## config.mk

```make
export PLATFORM = sky130hd
export DESIGN_NAME = multi_ch_signal_expansioner
export DESIGN_NICKNAME = d
export VERILOG_FILES = /design/src/rtl/multi_ch_signal_expansioner.sv
export SDC_FILE = /design/constraint.sdc
export NUM_CORES = 1
export LEC_CHECK = 0
export ABC_AREA = 1
export BUFFER_PORTS_ARGS = -buffer_cell sky130_fd_sc_hd__buf_2
export CORE_ASPECT_RATIO = 1.75
export CORE_MARGIN = 10
export CORE_UTILIZATION = 55
export CTS_CLUSTER_DIAMETER = 80
export DETAILED_ROUTE_END_ITERATION = 6
export HOLD_SLACK_MARGIN = 0.05
export PLACE_DENSITY_LB_ADDON = 0.25
export SYNTH_ARGS = -nofsm -noshare
export SYNTH_HDL_FRONTEND = slang
export SYNTH_SLANG_ARGS = --single-unit
export TNS_END_PERCENT = 50
```

## constraint.sdc

```tcl
create_clock -name CLK -period 4.45 [get_ports CLK]
set_clock_uncertainty 0.2 [all_clocks]
set_input_delay 0.89 -clock CLK [delete_from_list [all_inputs] [get_ports CLK]]
set_output_delay 0.89 -clock CLK [all_outputs]
set_load 0.1 [all_outputs]
```

## src/rtl/multi_ch_signal_expansioner.sv

```systemverilog
// Multi-channel signal expansioner.
// Each channel independently stretches its input line, either as a fixed-width
// edge-triggered pulse with optional retrigger and hold-off (MODE=0) or as a
// trailing-edge extension that follows the input level (MODE=1).
module multi_ch_signal_expansioner #(
    parameter int CH_NUM               = 4,
    parameter int MAX_EXTEND_LEN_WIDTH = 5,
    parameter int HOLDOFF_LEN_WIDTH    = 4
) (
    input  logic                                   CLK,
    input  logic                                   RESETN,
    input  logic                                   MODE,
    input  logic                                   RETRIGGER,
    input  logic [HOLDOFF_LEN_WIDTH-1:0]           HOLDOFF_LEN,
    input  logic [CH_NUM*MAX_EXTEND_LEN_WIDTH-1:0] EXTEND_LEN,
    input  logic [CH_NUM-1:0]                      SIG_IN,
    output logic [CH_NUM-1:0]                      SIG_OUT,
    output logic                                   BUSY
);

    // One counter width serves both the stretch length and the hold-off length.
    localparam int CNT_W = (MAX_EXTEND_LEN_WIDTH > HOLDOFF_LEN_WIDTH) ?
                           MAX_EXTEND_LEN_WIDTH : HOLDOFF_LEN_WIDTH;
    localparam logic [CNT_W-1:0] CNT_ONE  = CNT_W'(1);
    localparam logic [CNT_W-1:0] CNT_ZERO = '0;

    typedef enum logic [1:0] {
        IDLE    = 2'd0,
        STRETCH = 2'd1,
        HOLDOFF = 2'd2
    } state_t;

    state_t            state_q [CH_NUM];
    state_t            state_d [CH_NUM];
    logic [CNT_W-1:0]  cnt_q   [CH_NUM];
    logic [CNT_W-1:0]  cnt_d   [CH_NUM];
    logic [CNT_W-1:0]  ext_len [CH_NUM];
    logic [CNT_W-1:0]  ho_len;
    logic [CH_NUM-1:0] prev_q, prev_d;
    logic [CH_NUM-1:0] out_q, out_d;
    logic [CH_NUM-1:0] rise, fall;
    logic              mode_q, mode_d;
    logic              busy_q, busy_d;
    logic              mode_change;

    // Per-channel extend lengths widened to the shared counter width.
    for (genvar c = 0; c < CH_NUM; c++) begin : g_len
        assign ext_len[c] = CNT_W'(EXTEND_LEN[c*MAX_EXTEND_LEN_WIDTH +: MAX_EXTEND_LEN_WIDTH]);
    end

    assign ho_len      = CNT_W'(HOLDOFF_LEN);
    assign rise        = SIG_IN & ~prev_q;
    assign fall        = ~SIG_IN & prev_q;
    assign mode_change = (MODE != mode_q);
    assign prev_d      = SIG_IN;
    assign mode_d      = MODE;

    // Next-state, counter and output logic for every channel plus the busy flag.
    always_comb begin
        busy_d = 1'b0;
        out_d  = out_q;
        for (int c = 0; c < CH_NUM; c++) begin
            state_d[c] = state_q[c];
            cnt_d[c]   = cnt_q[c];
            busy_d     = busy_d | (state_q[c] != IDLE);
            if (mode_change) begin
                state_d[c] = IDLE;
                cnt_d[c]   = CNT_ZERO;
                out_d[c]   = 1'b0;
            end else if (!mode_q) begin
                case (state_q[c])
                    IDLE: begin
                        out_d[c] = 1'b0;
                        if (rise[c] && (ext_len[c] != CNT_ZERO)) begin
                            state_d[c] = STRETCH;
                            cnt_d[c]   = ext_len[c] - CNT_ONE;
                            out_d[c]   = 1'b1;
                        end
                    end
                    STRETCH: begin
                        if (RETRIGGER && rise[c] && (ext_len[c] != CNT_ZERO)) begin
                            cnt_d[c] = ext_len[c] - CNT_ONE;
                            out_d[c] = 1'b1;
                        end else if (cnt_q[c] == CNT_ZERO) begin
                            out_d[c] = 1'b0;
                            if (ho_len != CNT_ZERO) begin
                                state_d[c] = HOLDOFF;
                                cnt_d[c]   = ho_len - CNT_ONE;
                            end else begin
                                state_d[c] = IDLE;
                            end
                        end else begin
                            cnt_d[c] = cnt_q[c] - CNT_ONE;
                            out_d[c] = 1'b1;
                        end
                    end
                    HOLDOFF: begin
                        out_d[c] = 1'b0;
                        if (cnt_q[c] == CNT_ZERO) begin
                            state_d[c] = IDLE;
                        end else begin
                            cnt_d[c] = cnt_q[c] - CNT_ONE;
                        end
                    end
                    default: begin
                        state_d[c] = IDLE;
                        out_d[c]   = 1'b0;
                    end
                endcase
            end else begin
                if (SIG_IN[c]) begin
                    state_d[c] = STRETCH;
                    cnt_d[c]   = ext_len[c];
                    out_d[c]   = 1'b1;
                end else if (state_q[c] == STRETCH) begin
                    if (fall[c]) begin
                        if (ext_len[c] == CNT_ZERO) begin
                            state_d[c] = IDLE;
                            out_d[c]   = 1'b0;
                        end else begin
                            cnt_d[c] = ext_len[c] - CNT_ONE;
                            out_d[c] = 1'b1;
                        end
                    end else if (cnt_q[c] == CNT_ZERO) begin
                        state_d[c] = IDLE;
                        out_d[c]   = 1'b0;
                    end else begin
                        cnt_d[c] = cnt_q[c] - CNT_ONE;
                        out_d[c] = 1'b1;
                    end
                end else begin
                    state_d[c] = IDLE;
                    out_d[c]   = 1'b0;
                end
            end
        end
    end

    // State, counter, edge-history and output registers with asynchronous reset.
    always_ff @(posedge CLK or negedge RESETN) begin
        if (!RESETN) begin
            for (int c = 0; c < CH_NUM; c++) begin
                state_q[c] <= IDLE;
                cnt_q[c]   <= CNT_ZERO;
            end
            prev_q <= '0;
            out_q  <= '0;
            mode_q <= 1'b0;
            busy_q <= 1'b0;
        end else begin
            for (int c = 0; c < CH_NUM; c++) begin
                state_q[c] <= state_d[c];
                cnt_q[c]   <= cnt_d[c];
            end
            prev_q <= prev_d;
            out_q  <= out_d;
            mode_q <= mode_d;
            busy_q <= busy_d;
        end
    end

    assign SIG_OUT = out_q;
    assign BUSY    = busy_q;

endmodule
```

==> results.json <==
{
  "status": "finished, final reports clean",
  "stdcell_area_mm2": 0.00500,
  "crit_start": "mode_q",
  "vias": 5260,
  "grt_pass1_vias": 5149,
  "path_max_fanout": 26,
  "num-fill-cells": 845,
  "synth_top_cell_by_area": "dfrtp_1",
  "yosysMostFrequentCell": "nand2_1",
  "numCtsBuffers": 5,
  "synth_ff_type": "dfrtp_1",
  "finalSetupTns_ps": 0,
  "worst_pin_slew_ps": 923,
  "place.gp.congestion": 0.941,
  "synthToLayoutAreaGrowth_pct": 7.59,
  "post_cts_resized": 0,
  "cts_hold_buf": 0,
  "async_reset_ff_frac": 1.00,
  "drtIter0Drc": 368,
  "antennaDiodeCount": 0,
  "synthTopCellsByCount": "253 x nand2_1, 96 x inv_1, 85 x nand3_1",
  "route.detailed.drc": 0,
  "netlist_area_mm2": 0.00465,
  "core_area_mm2": 0.00826,
  "syn_nets": 852,
  "rows": 44,
  "required_ps": 4430,
  "die_w_um": 89.5,
  "synth_cell_types": 37,
  "syn_area_per_cell_um2": 5.89,
  "vdd_drop_max_uv": 278,
  "synthCells": 789,
  "port_buffers": 36,
  "htreeDepth": 2,
  "leakage_nw": 2.67,
  "nets": 879,
  "cp-start-kind": "flip-flop",
  "synth_seq_cells": 38,
  "cts_tree": "done",
  "grt_usage": 0.230,
  "dr.pass1.iters": 5,
  "antenna_found_initial": 0,
  "synth-edff-count": 0,
  "arrival_ps": 2630,
  "dpl.hpwl_mm": 11.0,
  "reg2reg_to": "cnt_q[2]",
  "worst_r2r_path_depth": 10,
  "clock_latency_ps": 290,
  "clk_pin_slew_ps": 60,
  "power_density_mw_per_mm2": 440,
  "clock-root-buffer": "clkbuf_16",
  "yosysWarnings": 0,
  "slew_violations": 0,
  "die_area_mm2": 0.0127,
  "hold_viol": 0,
  "fin_crit_sh": 0.596,
  "clockBufferDepth": 2,
  "placed_cell_area_mm2": 0.00485,
  "drive_above_1_share": 0.102,
  "worstHoldStart": "cnt_q[16]",
  "seq_area_frac_synth": 0.205,
  "yosysTopAreaCellShare": 0.205,
  "r2r_setup_slack_ps": 1800,
  "maxCapViolCount": 0,
  "synth_area_leaders": "dfrtp_1 20%, nand2_1 20%, nand3_1 9.2%, ha_1 8.3%, inv_1 7.8%",
  "pin_count": 37,
  "endpoint_kind": "flip-flop",
  "viasPerCell": 5.79,
  "cts_setup_buffers": 0,
  "cts_num_sinks": 38,
  "grt_pass1_wl_mm": 23.4,
  "grt_max_degree": 39,
  "die_y_um": 142,
  "grt-ovfl-total": 0,
  "crit_path_end": "cnt_q[2]",
  "min_path_type": "flip-flop to flip-flop",
  "r2r_start": "mode_q",
  "setup_viol": 0,
  "relSlewSlack": 0.385,
  "rsz0062_at_grt": "no",
  "critical_path_class": "flip-flop to flip-flop",
  "ant_nets": 0,
  "period_minus_slack_ps": 2650,
  "fmax_ghz": 0.377,
  "drt_wl_total_mm": 14.2,
  "wire_per_inst_um": 15.6,
  "initial_core_util": 0.563
}
[critical path: stages, from the launching register on]
cell	delay (ps)
dfrtp_1	390
inv_2	410
ha_1	410
inv_1	450
nand3_1	120
o21ai_0	100
nor2b_1	90
nand3_2	120
clkinv_1	100
nand3_1	80
nand2_1	50
[worst min path at each step]
| stage | end | slack (ps) | cells after the start |
|---|---|---|---|
| floorplan | cnt_q[14] | 250 | 2 |
| global placement | cnt_q[14] | 290 | 2 |
| detailed placement | cnt_q[16] | 300 | 2 |
| CTS | cnt_q[16] | 310 | 2 |
| global route | cnt_q[16] | 340 | 2 |
| finish | cnt_q[16] | 320 | 2 |
[sequential cells by signal, summed over array words and instances (netlist names)]
| name | count |
|---|---|
| cnt_q | 20 |
| state_q | 8 |
| SIG_OUT | 4 |
| prev_q | 4 |
| BUSY | 1 |
| mode_q | 1 |
[cell families after synthesis]
family | share of synthesized area
flip-flops | 0.205
buffers and inverters | 0.106
adder cells (fa/ha/maj) | 0.0834
AND/OR/NAND/NOR | 0.437
AO/OA/AOI/OAI | 0.152
XOR/XNOR | 0.0170
[placed cells by master, fill, tap and decap left out, types with 2 or more instances in the layout]
| cell | instances |
|---|---|
| a31oi_1 | 3 |
| buf_2 | 36 |
| inv_1 | 96 |
| o21ai_1 | 8 |
| inv_2 | 7 |
| o22ai_1 | 2 |
| nand2_1 | 253 |
| nor2b_1 | 2 |
| ha_1 | 31 |
| xnor2_1 | 2 |
| nand3b_1 | 5 |
| o21ai_0 | 67 |
| nor2_2 | 10 |
| a21oi_1 | 45 |
| dfrtp_1 | 38 |
| nand3_1 | 85 |
| a21oi_2 | 4 |
| clkinv_1 | 2 |
| clkbuf_16 | 5 |
| nor2_1 | 57 |
| nand3_2 | 13 |
| nor2_4 | 2 |
| nand4_1 | 22 |
| nor3_1 | 2 |
| xor2_1 | 7 |
[routing by layer]
layer	part of all wire	wire length (µm)	track usage	up-vias
met2	0.52	7400	0.410	198
met5	0	0	0	-
li1	-	-	-	2630
met3	0.053	749	0.0298	56
met1	0.37	5310	0.244	2376
met4	0.051	718	0.137	0
[final cells by class]
| cell class | count | area, µm² | share of cell area |
|---|---|---|---|
| Tap cell | 92 | 115 | 0.0230 |
| Clock buffer | 7 | 143 | 0.0285 |
| Sequential cell | 38 | 951 | 0.190 |
| Inverter | 105 | 394 | 0.0788 |
| Multi-Input combinational cell | 629 | 3210 | 0.641 |
| Clock inverter | 1 | 5.00 | 0.00100 |
| Timing Repair Buffer | 37 | 188 | 0.0375 |
[report_power, final]
group | switching [mW] | internal, mW | total, mW
logic | 0.919 | 0.399 | 1.32
clock network | 0.151 | 0.222 | 0.373
registers | 0.0879 | 0.424 | 0.512
total | 1.16 | 1.05 | 2.20
[per-stage QoR]
step / worst slack [ps] / instances / total power, mW / util / hold slack [ps]
2_1_floorplan: 2210 / 789 / 1.51 / - / 249
3_3_place_gp: 1700 / 901 / 1.79 / 0.588 / 286
3_5_place_dp: 1620 / 901 / 1.81 / 0.588 / 297
4_1_cts: 1830 / 909 / 2.18 / 0.606 / 313
5_1_grt: 1650 / 909 / 2.39 / 0.606 / 337
6_report: 1800 / 909 / 2.20 / 0.606 / 315
Power figures use the tool's default switching activity.
